File: src/rtl/cache_arbiter_if.sv
// cache_arbiter_if: bundles the icache, dcache and memory-side signals of the
// cache arbiter.
//   slave  : arbiter view. It samples client requests and memory returns, and
//            drives client responses and the memory request.
//   master : environment view. It drives the clients and the memory model.
// Signals:
//   i_read/i_addr, i_rdata/i_resp                     icache fill path
//   d_read/d_write/d_addr/d_wdata, d_rdata/d_resp     dcache fill/writeback path
//   mem_read/mem_write/mem_addr/mem_wdata, mem_rdata/mem_resp   memory side
interface cache_arbiter_if #(
  parameter int LINE_W = 256,
  parameter int ADDR_W = 32
);
  logic              i_read;
  logic [ADDR_W-1:0] i_addr;
  logic [LINE_W-1:0] i_rdata;
  logic              i_resp;
  logic              d_read;
  logic              d_write;
  logic [ADDR_W-1:0] d_addr;
  logic [LINE_W-1:0] d_wdata;
  logic [LINE_W-1:0] d_rdata;
  logic              d_resp;
  logic              mem_read;
  logic              mem_write;
  logic [ADDR_W-1:0] mem_addr;
  logic [LINE_W-1:0] mem_wdata;
  logic [LINE_W-1:0] mem_rdata;
  logic              mem_resp;

  modport slave (
    input  i_read, i_addr, d_read, d_write, d_addr, d_wdata, mem_rdata, mem_resp,
    output i_rdata, i_resp, d_rdata, d_resp, mem_read, mem_write, mem_addr, mem_wdata
  );

  modport master (
    output i_read, i_addr, d_read, d_write, d_addr, d_wdata, mem_rdata, mem_resp,
    input  i_rdata, i_resp, d_rdata, d_resp, mem_read, mem_write, mem_addr, mem_wdata
  );
endinterface

File: src/rtl/cache_arbiter.sv
// cache_arbiter: shares one line-wide memory port between an icache (fills)
// and a dcache (fills and writebacks). One transaction is in flight at a time.
// Ties are broken round-robin, and icache wins the first tie after reset.
// Every output is driven straight from a register.
// Ports:
//   clk  : single clock, rising edge
//   rst  : asynchronous, active-high reset
//   bus  : cache_arbiter_if.slave (client request/response + memory port)
module cache_arbiter #(
  parameter int LINE_W = 256,
  parameter int ADDR_W = 32
) (
  input  logic           clk,
  input  logic           rst,
  cache_arbiter_if.slave bus
);

  typedef enum logic [1:0] {
    IDLE    = 2'd0,
    SERVE_I = 2'd1,
    SERVE_D = 2'd2,
    RESP    = 2'd3
  } state_t;

  localparam logic GRANT_I = 1'b0;
  localparam logic GRANT_D = 1'b1;
  localparam logic [ADDR_W-1:0] OFFSET_MASK = ADDR_W'(5'b11111);

  // Line-align a byte address (32-byte lines).
  function automatic logic [ADDR_W-1:0] line_addr(input logic [ADDR_W-1:0] addr);
    return addr & ~OFFSET_MASK;
  endfunction

  state_t            state_r, state_nxt_s;
  logic              last_grant_r, last_grant_nxt_s;
  logic              mem_read_r, mem_read_nxt_s;
  logic              mem_write_r, mem_write_nxt_s;
  logic [ADDR_W-1:0] mem_addr_r, mem_addr_nxt_s;
  logic [LINE_W-1:0] mem_wdata_r, mem_wdata_nxt_s;
  logic [LINE_W-1:0] i_rdata_r, i_rdata_nxt_s;
  logic [LINE_W-1:0] d_rdata_r, d_rdata_nxt_s;
  logic              i_resp_r, i_resp_nxt_s;
  logic              d_resp_r, d_resp_nxt_s;
  logic              i_pend_s, d_pend_s, grant_i_s, grant_d_s;

  // On a tie, icache wins only if dcache was granted last.
  assign i_pend_s  = bus.i_read;
  assign d_pend_s  = bus.d_read | bus.d_write;
  assign grant_i_s = i_pend_s & (~d_pend_s | (last_grant_r == GRANT_D));
  assign grant_d_s = d_pend_s & ~grant_i_s;

  // State and output registers.
  always_ff @(posedge clk or posedge rst) begin
    if (rst) begin
      state_r      <= IDLE;
      last_grant_r <= GRANT_D;
      mem_read_r   <= 1'b0;
      mem_write_r  <= 1'b0;
      mem_addr_r   <= '0;
      mem_wdata_r  <= '0;
      i_rdata_r    <= '0;
      d_rdata_r    <= '0;
      i_resp_r     <= 1'b0;
      d_resp_r     <= 1'b0;
    end else begin
      state_r      <= state_nxt_s;
      last_grant_r <= last_grant_nxt_s;
      mem_read_r   <= mem_read_nxt_s;
      mem_write_r  <= mem_write_nxt_s;
      mem_addr_r   <= mem_addr_nxt_s;
      mem_wdata_r  <= mem_wdata_nxt_s;
      i_rdata_r    <= i_rdata_nxt_s;
      d_rdata_r    <= d_rdata_nxt_s;
      i_resp_r     <= i_resp_nxt_s;
      d_resp_r     <= d_resp_nxt_s;
    end
  end

  // Next-state logic.
  always_comb begin
    state_nxt_s = state_r;
    case (state_r)
      IDLE: begin
        if (grant_i_s) begin
          state_nxt_s = SERVE_I;
        end else if (grant_d_s) begin
          state_nxt_s = SERVE_D;
        end else begin
          state_nxt_s = IDLE;
        end
      end
      SERVE_I: begin
        if (bus.mem_resp) begin
          state_nxt_s = RESP;
        end else begin
          state_nxt_s = SERVE_I;
        end
      end
      SERVE_D: begin
        if (bus.mem_resp) begin
          state_nxt_s = RESP;
        end else begin
          state_nxt_s = SERVE_D;
        end
      end
      RESP:    state_nxt_s = IDLE;
      default: state_nxt_s = IDLE;
    endcase
  end

  // Next values of the registered outputs. Registers hold unless changed here.
  always_comb begin
    last_grant_nxt_s = last_grant_r;
    mem_read_nxt_s   = mem_read_r;
    mem_write_nxt_s  = mem_write_r;
    mem_addr_nxt_s   = mem_addr_r;
    mem_wdata_nxt_s  = mem_wdata_r;
    i_rdata_nxt_s    = i_rdata_r;
    d_rdata_nxt_s    = d_rdata_r;
    i_resp_nxt_s     = 1'b0;
    d_resp_nxt_s     = 1'b0;
    case (state_r)
      IDLE: begin
        if (grant_i_s) begin
          last_grant_nxt_s = GRANT_I;
          mem_read_nxt_s   = 1'b1;
          mem_write_nxt_s  = 1'b0;
          mem_addr_nxt_s   = line_addr(bus.i_addr);
        end else if (grant_d_s) begin
          // A simultaneous read and write from dcache is a writeback.
          last_grant_nxt_s = GRANT_D;
          mem_read_nxt_s   = ~bus.d_write;
          mem_write_nxt_s  = bus.d_write;
          mem_addr_nxt_s   = line_addr(bus.d_addr);
          mem_wdata_nxt_s  = bus.d_wdata;
        end else begin
          mem_read_nxt_s   = 1'b0;
          mem_write_nxt_s  = 1'b0;
        end
      end
      SERVE_I: begin
        if (bus.mem_resp) begin
          mem_read_nxt_s  = 1'b0;
          mem_write_nxt_s = 1'b0;
          i_rdata_nxt_s   = bus.mem_rdata;
          i_resp_nxt_s    = 1'b1;
        end else begin
          i_resp_nxt_s    = 1'b0;
        end
      end
      SERVE_D: begin
        if (bus.mem_resp) begin
          mem_read_nxt_s  = 1'b0;
          mem_write_nxt_s = 1'b0;
          d_resp_nxt_s    = 1'b1;
          // A writeback returns no line, so d_rdata keeps its old value.
          if (!mem_write_r) begin
            d_rdata_nxt_s = bus.mem_rdata;
          end else begin
            d_rdata_nxt_s = d_rdata_r;
          end
        end else begin
          d_resp_nxt_s    = 1'b0;
        end
      end
      RESP: begin
        i_resp_nxt_s = 1'b0;
        d_resp_nxt_s = 1'b0;
      end
      default: begin
        mem_read_nxt_s  = 1'b0;
        mem_write_nxt_s = 1'b0;
      end
    endcase
  end

  assign bus.mem_read  = mem_read_r;
  assign bus.mem_write = mem_write_r;
  assign bus.mem_addr  = mem_addr_r;
  assign bus.mem_wdata = mem_wdata_r;
  assign bus.i_rdata   = i_rdata_r;
  assign bus.d_rdata   = d_rdata_r;
  assign bus.i_resp    = i_resp_r;
  assign bus.d_resp    = d_resp_r;

endmodule

File: src/flat_wrapper.sv
// flat-port wrapper written by rule: the top's interface ports become plain ports
module cache_arbiter_flat 
#(
  parameter int LINE_W = 256,
  parameter int ADDR_W = 32
)
  (clk, rst, bus_i_read, bus_i_addr, bus_d_read, bus_d_write, bus_d_addr, bus_d_wdata, bus_mem_rdata, bus_mem_resp, bus_i_rdata, bus_i_resp, bus_d_rdata, bus_d_resp, bus_mem_read, bus_mem_write, bus_mem_addr, bus_mem_wdata);
  cache_arbiter_if #(.LINE_W(LINE_W), .ADDR_W(ADDR_W)) bus_i ();
  input  logic clk;
  input  logic rst;
  input wire logic [$bits(bus_i.i_read)-1:0] bus_i_read;
  input wire logic [$bits(bus_i.i_addr)-1:0] bus_i_addr;
  input wire logic [$bits(bus_i.d_read)-1:0] bus_d_read;
  input wire logic [$bits(bus_i.d_write)-1:0] bus_d_write;
  input wire logic [$bits(bus_i.d_addr)-1:0] bus_d_addr;
  input wire logic [$bits(bus_i.d_wdata)-1:0] bus_d_wdata;
  input wire logic [$bits(bus_i.mem_rdata)-1:0] bus_mem_rdata;
  input wire logic [$bits(bus_i.mem_resp)-1:0] bus_mem_resp;
  output wire logic [$bits(bus_i.i_rdata)-1:0] bus_i_rdata;
  output wire logic [$bits(bus_i.i_resp)-1:0] bus_i_resp;
  output wire logic [$bits(bus_i.d_rdata)-1:0] bus_d_rdata;
  output wire logic [$bits(bus_i.d_resp)-1:0] bus_d_resp;
  output wire logic [$bits(bus_i.mem_read)-1:0] bus_mem_read;
  output wire logic [$bits(bus_i.mem_write)-1:0] bus_mem_write;
  output wire logic [$bits(bus_i.mem_addr)-1:0] bus_mem_addr;
  output wire logic [$bits(bus_i.mem_wdata)-1:0] bus_mem_wdata;
  assign bus_i.i_read = bus_i_read;
  assign bus_i.i_addr = bus_i_addr;
  assign bus_i.d_read = bus_d_read;
  assign bus_i.d_write = bus_d_write;
  assign bus_i.d_addr = bus_d_addr;
  assign bus_i.d_wdata = bus_d_wdata;
  assign bus_i.mem_rdata = bus_mem_rdata;
  assign bus_i.mem_resp = bus_mem_resp;
  assign bus_i_rdata = bus_i.i_rdata;
  assign bus_i_resp = bus_i.i_resp;
  assign bus_d_rdata = bus_i.d_rdata;
  assign bus_d_resp = bus_i.d_resp;
  assign bus_mem_read = bus_i.mem_read;
  assign bus_mem_write = bus_i.mem_write;
  assign bus_mem_addr = bus_i.mem_addr;
  assign bus_mem_wdata = bus_i.mem_wdata;
  cache_arbiter #(.LINE_W(LINE_W), .ADDR_W(ADDR_W)) u_core (.clk(clk), .rst(rst), .bus(bus_i));
endmodule
File: config.mk
export PLATFORM = sky130hd
export DESIGN_NAME = cache_arbiter_flat
export DESIGN_NICKNAME = d
export VERILOG_FILES = /design/src/rtl/cache_arbiter_if.sv /design/src/rtl/cache_arbiter.sv /design/src/flat_wrapper.sv
export SDC_FILE = /design/constraint.sdc
export NUM_CORES = 1
export LEC_CHECK = 0
export CORE_AREA = 2 2 534 536
export DETAILED_ROUTE_END_ITERATION = 7
export DIE_AREA = 0 0 536 538
export GPL_TIMING_DRIVEN = 0
export MAX_ROUTING_LAYER = met4
export PLACE_DENSITY = 0.3
export SLEW_MARGIN = 5
export SYNTH_ARGS = -nofsm -noshare
export SYNTH_HDL_FRONTEND = slang
export SYNTH_SLANG_ARGS = --single-unit
File: constraint.sdc
create_clock -name clk -period 58.9 [get_ports clk]
set_input_delay 11.78 -clock clk [delete_from_list [all_inputs] [get_ports clk]]
set_output_delay 11.78 -clock clk [all_outputs]
set_load 0.1 [all_outputs]
# == Yosys cells after proc, flatten, opt, wreduce, memory -nomap -nowiden ==
# Index checks and enable logic that the tools add are counted.
# word_totals
output_inout_bits,804
mem_bits_ro,0
memories,0
latch_bits,0
input_bits,582
ff_bits,807
elab_cells,50
ramBits,0
# classes
mul,0
n_bitwise,8
n_div,0
magnitude_cmp,0
n_addsub,0
n_eq_ne,4
shifts,0
muxes,19
n_reduce_logical,9
# ops
operator,n
2-to-1 mux 32 bit,2
2-to-1 mux 1 bit,11
case mux 2 bit (4 select lines),1
2-to-1 mux 2 bit,3
AND reduction 2 bit,3
AND reduction 3 bit,2
"== test 2 bit, second input constant",2
inverter 1 bit,4
case mux 1 bit (2 select lines),2
nonzero test 2 bit,2
AND 1 bit,2
"== test 2 x 1 -> 1 bit, second input constant",1
zero test 2 bit,1
"inequality test 2 x 1 -> 1 bit, second input constant",1
bitwise OR 1 bit,2
OR reduction 2 bit,1

# == Depth between registers and ports, before layout ==
# Gate-level depths: netlist (run 1).
# logic_depth
depth_word,9
mapped_depth,8
depth_no_buf,6

# == Least setup slack after synthesis (run 1) ==
# OpenSTA, ideal clock, no wires.
# synth_timing
kind,input port to flip-flop
from,in bus_d_read
to,"reg u_core.mem_wdata_r[100], in the netlist u_core.bus.mem_wdata[100]"
path_slack_ns,45.962
arrival_time_ns,12.809
setup_ns,0.128
stages,5
n_path_buf,3
required_time_ns,58.772
cell_sequence,buf_2 > o221ai_2 > buf_4 > buf_4 > mux2_1
# synth_via
elab_chain_len,7
# synth_rtl
element,line_no,text
"start, declared",flat_wrapper.sv:13,input wire logic [$bits(bus_i.d_read)-1:0] bus_d_read;
bitwise OR 1 bit (*),cache_arbiter.sv:48,assign d_pend_s = bus.d_read | bus.d_write;
inverter 1 bit,cache_arbiter.sv:49,assign grant_i_s = i_pend_s & (~d_pend_s | (last_grant_r == GRANT_D));
bitwise OR 1 bit,cache_arbiter.sv:49,
AND 1 bit,cache_arbiter.sv:49,
inverter 1 bit (no line),--,
AND 1 bit,cache_arbiter.sv:50,assign grant_d_s = d_pend_s & ~grant_i_s;
AND reduction 3 bit (no line) (*),--,
"end signal, assigned",cache_arbiter.sv:71,mem_wdata_r <= mem_wdata_nxt_s;
"end, declared",cache_arbiter.sv:39,"logic [LINE_W-1:0] mem_wdata_r, mem_wdata_nxt_s;"
# Every way passes the cells marked *; elsewhere a longest branch is shown, timed or not.
# A chain may end at the register's enable or synchronous reset.

# == Worst setup path after layout (run 1) ==
# layout_timing
from,"reg u_core.mem_wdata_r[181], in the netlist u_core.bus.mem_wdata[181]"
to,out bus_mem_wdata[181]
# layout_lines
element,line_no,text
"end, declared",flat_wrapper.sv:26,output wire logic [$bits(bus_i.mem_wdata)-1:0] bus_mem_wdata;
# No word-level cell between the ends.

==> summary.txt, run 1 <==
Floorplan
  – Initial Util: 0.108
  – Die area: between 0.2 and 0.3 mm2
  – Die Span Y: roughly 540 um
  – IO Count: 1386
  – Die X: roughly 540 um
  – Row count: 196
  – Core ar.: between 0.2 and 0.3 mm2

STA
  – Setup ws final: between 40 and 50 ns
  – RSZ-0062 raised after global routing: no
  – Setup tns final: 0 ns
  – Final worst path period need: 14.40 ns
  – Worst Tran Pin Value: 1.36 ns
  – Rel. slew slack: 0.0894
  – Clock Skew: about 0.026 ns
  – Fin Hold WS: ~0.49 ns
  – Hold Violations, Final: 0
  – Final Cycle Share: 0.244
  – Final Slew Violations: 0
  – # setup viols final: 0
  – Fmax: 69.5 MHz

Drt
  – Routed wire per std cell: 29.1 um
  – DRC: 0
  – Vias per cell: a little over 3
  – Total wire length: ~210000 um
  – DRT Pass-1 Iters: 4
  – Initial DRC Count: roughly 770
  – Antenna Nets Post-Route: 0
  – Total number of vias: roughly 22000

Setup path
  – Startpoint types: register
  – Data required, critical path: approximately 47 ns
  – Reg-to-reg endpoint: u_core.bus.i_rdata[159]
  – R2R depth: 7
  – Worst r2r src: u_core.state_r[1]
  – R2R Setup Slk: about 56 ns
  – Worst path cell trace: clkdlybuf4s50_1
  – CP peak stage delay: 1.25 ns
  – Delay-heaviest family, CP: buffers and inverters
  – CP max stage cell: clkdlybuf4s50_1
  – CP endpoint kind: primary output
  – WS Path Type: register to primary output
  – Worst path arrival time: around 2.6 ns
  – Buf/Inv on CP: 1
  – Crit path max fanout: 2

Logic synthesis
  – Post-synth top area cell: dfrtp_1
  – EDFF count, synth: 0
  – Post-Syn Instances: 1820
  – Post-synthesis xor/xnor area fraction: 0
  – Cell area after synthesis: between 0.03 and 0.04 mm2
  – Yosys warns: 0
  – Area share of fa/ha/maj cells after synthesis: 0.00163
  – Sequential fraction of the synthesis area: 0.656
  – Cell variety after synth: 32
  – Simple-gate share of the synthesized area: 0.00940
  – FFs w/ async S/R, synth: 1.00
  – Post-synthesis mux area share: 0.293
  – Synth top area cells: dfrtp_1 65%, mux2_2 16%, mux2_1 9.4%
  – Area share of the largest cell type after synthesis: 0.655
  – Synth top cells by count: 801 x dfrtp_1, 424 x mux2_2, 255 x mux2_1
  – Largest family of logic cells by synthesized area: multiplexers
  – Mean Syn Cell Area: about 17 um2
  – Top FF cell, synth: dfrtp_1
  – Top-count cell post-synth: dfrtp_1
  – Synthesized flop and latch total: between 800 and 900
  – Synth Area in Compound Gates: 0.0132

Clock tree
  – Number of CTS-inserted buffers: between 100 and 150
  – CTS tree: yes
  – Num Clock Sinks: 802
  – Clk Latency, worst-skew pair: roughly 0.83 ns
  – Hold buffers post-CTS: 0
  – Clock root cell: clkbuf_16
  – Longest Clk Path Bufs: 4
  – Resized Gates After CTS: 0
  – Depth of the CTS H-tree: 3
  – Reg clk slew, reported paths: around 0.060 ns
  – Post-CTS setup buffer count: 0

Placement
  – IO buf count: between 1000 and 1500
  – Cell Area, Placed: between 0.04 and 0.05 mm2
  – Placer Congestion: just under 0.9
  – Placement Setup Slack: ~44 ns
  – Hpwl dp: around 180000 um

Hold path
  – Worst Hold End: u_core.bus.mem_wdata[66]
  – WHS Path Cells: 1
  – HP Class: register to register
  – Hold Path Origin: u_core.bus.mem_wdata[66]

Final layout
  – Final instance area: between 0.05 and 0.06 mm2
  – Layout cells sized above 1: 0.239
  – Final Net Count: 3904
  – FILL cells: slightly above 30000
  – Area added between synthesis and finish: 74.0%

GRT
  – Overflow after GRT: 0
  – Number of global-route vias before repair: between 20000 and 25000
  – Global-route wire length before repair: around 270000 um
  – GRT Util Overall: 0.146
  – Largest net degree at the start of global routing: a little over 100
  – Initial antenna violation count: about 160

Status
  – Run status: finished, final reports clean

Job
  – Max-Cap Viols: 0
==> metal layers <==
| layer | routed length [um] | vias to the layer above | track usage |
|---|---|---|---|
| li1 | - | 9662 | - |
| met4 | 5020 | 0 | 0.0311 |
| met1 | 83000 | 11400 | 0.159 |
| met3 | 28500 | 272 | 0.0872 |
| met2 | 94500 | 1144 | 0.226 |
| met5 | 0 | - | - |
==> state kept, by name, indices dropped and copies added (netlist names) <==
register,flops
u_core.bus.mem_read,1
u_core.bus.i_rdata,256
u_core.last_grant_r,1
u_core.bus.d_resp,1
u_core.bus.mem_wdata,256
u_core.state_r,2
u_core.bus.d_rdata,256
u_core.bus.mem_write,1
u_core.bus.mem_addr,27
u_core.bus.i_resp,1
==> layout by cell type, fill, tap and decap left out, types with 2 or more instances in the layout <==
cell and instances:
nor2_1 28, a21oi_1 3, clkinv_4 3, dfrtp_1 801, nand2_1 3, clkbuf_16 117, a31oi_1 27, clkinvlp_4 5
nand3_1 27, o21ai_0 28, buf_4 28, clkinv_2 12, buf_16 8, nor3_1 2, buf_1 2, mux2_4 89
clkbuf_1 34, diode_2 95, mux2_2 424, inv_1 5, clkdlybuf4s50_1 1357, nor2b_1 2, ha_1 4, inv_6 4
buf_6 31, mux2_1 255, clkbuf_8 27, conb_1 5, bufinv_16 9, buf_2 48
==> metrics by stage <==
step,util,instances
after floorplan,-,1824
after global placement,0.173,6954
after detailed placement,0.174,6962
after CTS,0.187,7164
after global routing,0.188,7254
final,0.188,7259
==> worst max path at each step <==
stage / slack (ns) / to / depth (start not counted) / from
floorplan: 24.60 / u_core.bus.d_rdata[0] / 1 / rst
global placement: 8.49 / u_core.bus.mem_wdata[15] / 2 / rst
detailed placement: 43.75 / u_core.bus.i_rdata[99] / 6 / bus_mem_resp
CTS: 44.28 / bus_d_resp / 1 / u_core.bus.d_resp
global route: 44.39 / bus_d_resp / 1 / u_core.bus.d_resp
finish: 44.50 / bus_mem_wdata[181] / 1 / u_core.bus.mem_wdata[181]
==> final cells by class <==
type | count | area, um2 | share of cell area
clock inverters | 34 | 449 | 0.00843
clock buffers | 168 | 3390 | 0.0636
diodes | 95 | 238 | 0.00446
flip-flops and latches | 802 | 20100 | 0.377
well taps | 3762 | 4710 | 0.0883
repair buffers | 1376 | 13900 | 0.260
multi-input cells | 907 | 9740 | 0.183
inverters | 7 | 33.8 | 0.000634
plain buffers | 108 | 790 | 0.0148
==> logic make-up (layout without fill, tap and decap cells) <==
logic type               after synthesis  count (layout)
AO/OA/AOI/OAI                         66              66
AND/OR/NAND/NOR                       64              64
adder cells (fa/ha/maj)                4               4
flip-flops                           802             802
other                                  1             100
multiplexers                         768             768
buffers and inverters                115            1693
Power of run 1 is not shown: default switching activity piles up to over one toggle a cycle in this logic, so the estimate is an artifact.
==> run 2: changes to the inputs <==
- CORE_AREA: 2 2 534 536 -> 2 2 536 538
- DIE_AREA: 0 0 536 538 -> 0 0 538 540
- clock period: 58.9 -> 13.6 ns (I/O delays scaled with it)
==> summary.txt, run 2 (synthesis results as in run 1) <==
Setup path
  – Delay-heaviest family, CP: buffers and inverters
  – Worst path cell trace: clkdlybuf4s50_1
  – CP max stage cell: clkdlybuf4s50_1
  – Buf/Inv on CP: 1 (unchanged)
  – WS Path Type: register to primary output
  – CP endpoint kind: primary output
  – Reg-to-reg endpoint: u_core.bus.i_rdata[111]
  – Data required, critical path: 10.88 ns (-36.24 ns)
  – CP peak stage delay: 1.22 ns (-0.03 ns)
  – R2R depth: 7 (unchanged)
  – R2R Setup Slk: 10.63 ns (-45.25 ns)
  – Crit path max fanout: 2 (unchanged)
  – Startpoint types: register
  – Worst path arrival time: 2.66 ns (+0.04 ns)
  – Worst r2r src: u_core.state_r[1]

Clock tree
  – Depth of the CTS H-tree: 3 (unchanged)
  – Hold buffers post-CTS: 0 (unchanged)
  – Longest Clk Path Bufs: 4 (unchanged)
  – Number of CTS-inserted buffers: 116 (unchanged)
  – Clk Latency, worst-skew pair: 0.83 ns (about the same)
  – Reg clk slew, reported paths: 0.06 ns (about the same)
  – Num Clock Sinks: 802 (unchanged)
  – Post-CTS setup buffer count: 0 (unchanged)
  – CTS tree: yes
  – Clock root cell: clkbuf_16
  – Resized Gates After CTS: 0 (unchanged)

Hold path
  – WHS Path Cells: 1 (unchanged)
  – Hold Path Origin: u_core.bus.mem_wdata[118]
  – HP Class: register to register
  – Worst Hold End: u_core.bus.mem_wdata[118]

STA
  – Fmax: 186 MHz
  – Final Cycle Share: 0.395
  – Worst Tran Pin Value: 1.42 ns (+0.0544 ns)
  – RSZ-0062 raised after global routing: no
  – Clock Skew: 0.0406 ns (+0.0147 ns)
  – # setup viols final: 0 (unchanged)
  – Hold Violations, Final: 0 (unchanged)
  – Rel. slew slack: 0.0530 (-0.0364)
  – Final worst path period need: 5.38 ns
  – Final Slew Violations: 0 (unchanged)

Placement
  – Placer Congestion: 0.829 (-5.0%)
  – Hpwl dp: 174000 um (-1.7%)
  – IO buf count: 1368 (unchanged)

GRT
  – Number of global-route vias before repair: 24300 (+1.1%)
  – GRT Util Overall: 0.141 (-0.00468)
  – Overflow after GRT: 0 (unchanged)
  – Largest net degree at the start of global routing: 35 (-66%)
  – Global-route wire length before repair: 262000 um (-1.5%)
  – Initial antenna violation count: 148 (-6.9%)

Floorplan
  – Die area: 0.291 mm2 (+0.75%)
  – IO Count: 1386 (unchanged)
  – Initial Util: 0.108 (-0.000466)
  – Core ar.: 0.284 mm2 (+0.43%)
  – Row count: 196 (unchanged)
  – Die X: 538 um (+0.37%)
  – Die Span Y: 540 um (+0.37%)

Drt
  – Initial DRC Count: 686 (-11%)
  – Antenna Nets Post-Route: 0 (unchanged)
  – Routed wire per std cell: 28.1 um (-3.5%)
  – Total number of vias: 22300 (-0.46%)
  – DRC: 0 (unchanged)
  – Total wire length: 205000 um (-3.0%)
  – DRT Pass-1 Iters: 4 (unchanged)
  – Vias per cell: 3.06 (-0.99%)

Final layout
  – FILL cells: 30900 (+0.42%)
  – Final Net Count: 3923 (+0.49%)
  – Most common cell after layout, fill and taps aside: clkdlybuf4s50_1
  – Area of the multi-input gates: 0.00974 mm2 (unchanged)
  – Util after Layout: 0.188 (about the same)
  – Area added between synthesis and finish: 74.9%
  – Storage cell area: 0.0201 mm2 (unchanged)
  – Layout cells sized above 1: 0.241 (+0.00176)
  – Commonest cells after routing, fill and taps aside: 1355 x clkdlybuf4s50_1, 801 x dfrtp_1, 424 x mux2_2, 255 x mux2_1, 117 x clkbuf_16

Job
  – Max-Cap Viols: 0 (unchanged)

Status
  – Run status: finished, final reports clean
==> run 2: cell types whose count changed in the layout (fill, tap and decap cells not counted), sizes merged, moves of 2 or more <==
cell	before	now
buf	117	138
inv	11	7
clkbuf	178	185
diode	95	109
clkdlybuf4s50	1357	1355
clkinv	16	19
==> run 2: layer usage <==
layer  global-route usage  vias up  routed length (um)
met4               0.0285        0                4420
met3               0.0800      235               26400
met5                    -        -                   0
li1                     -     9695                   -
met2                0.225     1091               94100
met1                0.152    11300               79900
==> run 2: worst max path at each step <==
stage	from	end	slack [ns]	cells past startpoint
after floorplan	rst	u_core.bus.d_rdata[0]	-0.13	1
after global placement	rst	u_core.bus.i_rdata[5]	-8.64	2
after detailed placement	bus_mem_resp	u_core.bus.i_rdata[112]	7.60	6
after CTS	u_core.bus.mem_wdata[175]	bus_mem_wdata[175]	8.12	1
after global routing	u_core.bus.mem_wdata[175]	bus_mem_wdata[175]	8.13	1
final	u_core.bus.mem_wdata[175]	bus_mem_wdata[175]	8.22	1
==> run 2: area by class of cell <==
class | instances | area share
Multi-Input combinational cell | 907 | 0.182
Antenna cell | 109 | 0.00509
Inverter | 7 | 0.000561
Sequential cell | 802 | 0.375
Tap cell | 3762 | 0.0879
Clock buffer | 175 | 0.0623
Buffer | 108 | 0.0147
Clock inverter | 33 | 0.00799
Timing Repair Buffer | 1395 | 0.265
==> run 2: stage by stage <==
stage / area (um2) / setup WS (ns) / hold WS, ns / TNS, ns / cells
2_1_floorplan: 30600 / -0.128 / 0.531 / -102.44 / 1824
3_3_place_gp: 49000 / -8.64 / 0.472 / -6524.84 / 6954
3_5_place_dp: 49500 / 7.60 / 0.480 / 0 / 6981
4_1_cts: 53300 / 8.12 / 0.493 / 0 / 7189
5_1_grt: 53500 / 8.13 / 0.500 / 0 / 7277
6_report: 53600 / 8.22 / 0.489 / 0 / 7298
Power of run 2 is left out for the same reason.
==> run 3: changes to the inputs <==
- clock period: 13.6 -> 4.99 ns (I/O delays scaled with it)
==> results of run 3 <==
Same layout as run 2 (identical final DEF). Status: finished, final reports clean.
Among the figures that moved: setup slack after placement 7.60 ns -> 0.716 ns; setup slack after layout 8.22 ns -> 1.33 ns; register-to-register setup slack 10.63 ns -> 2.02 ns
Power of run 3 is left out for the same reason.
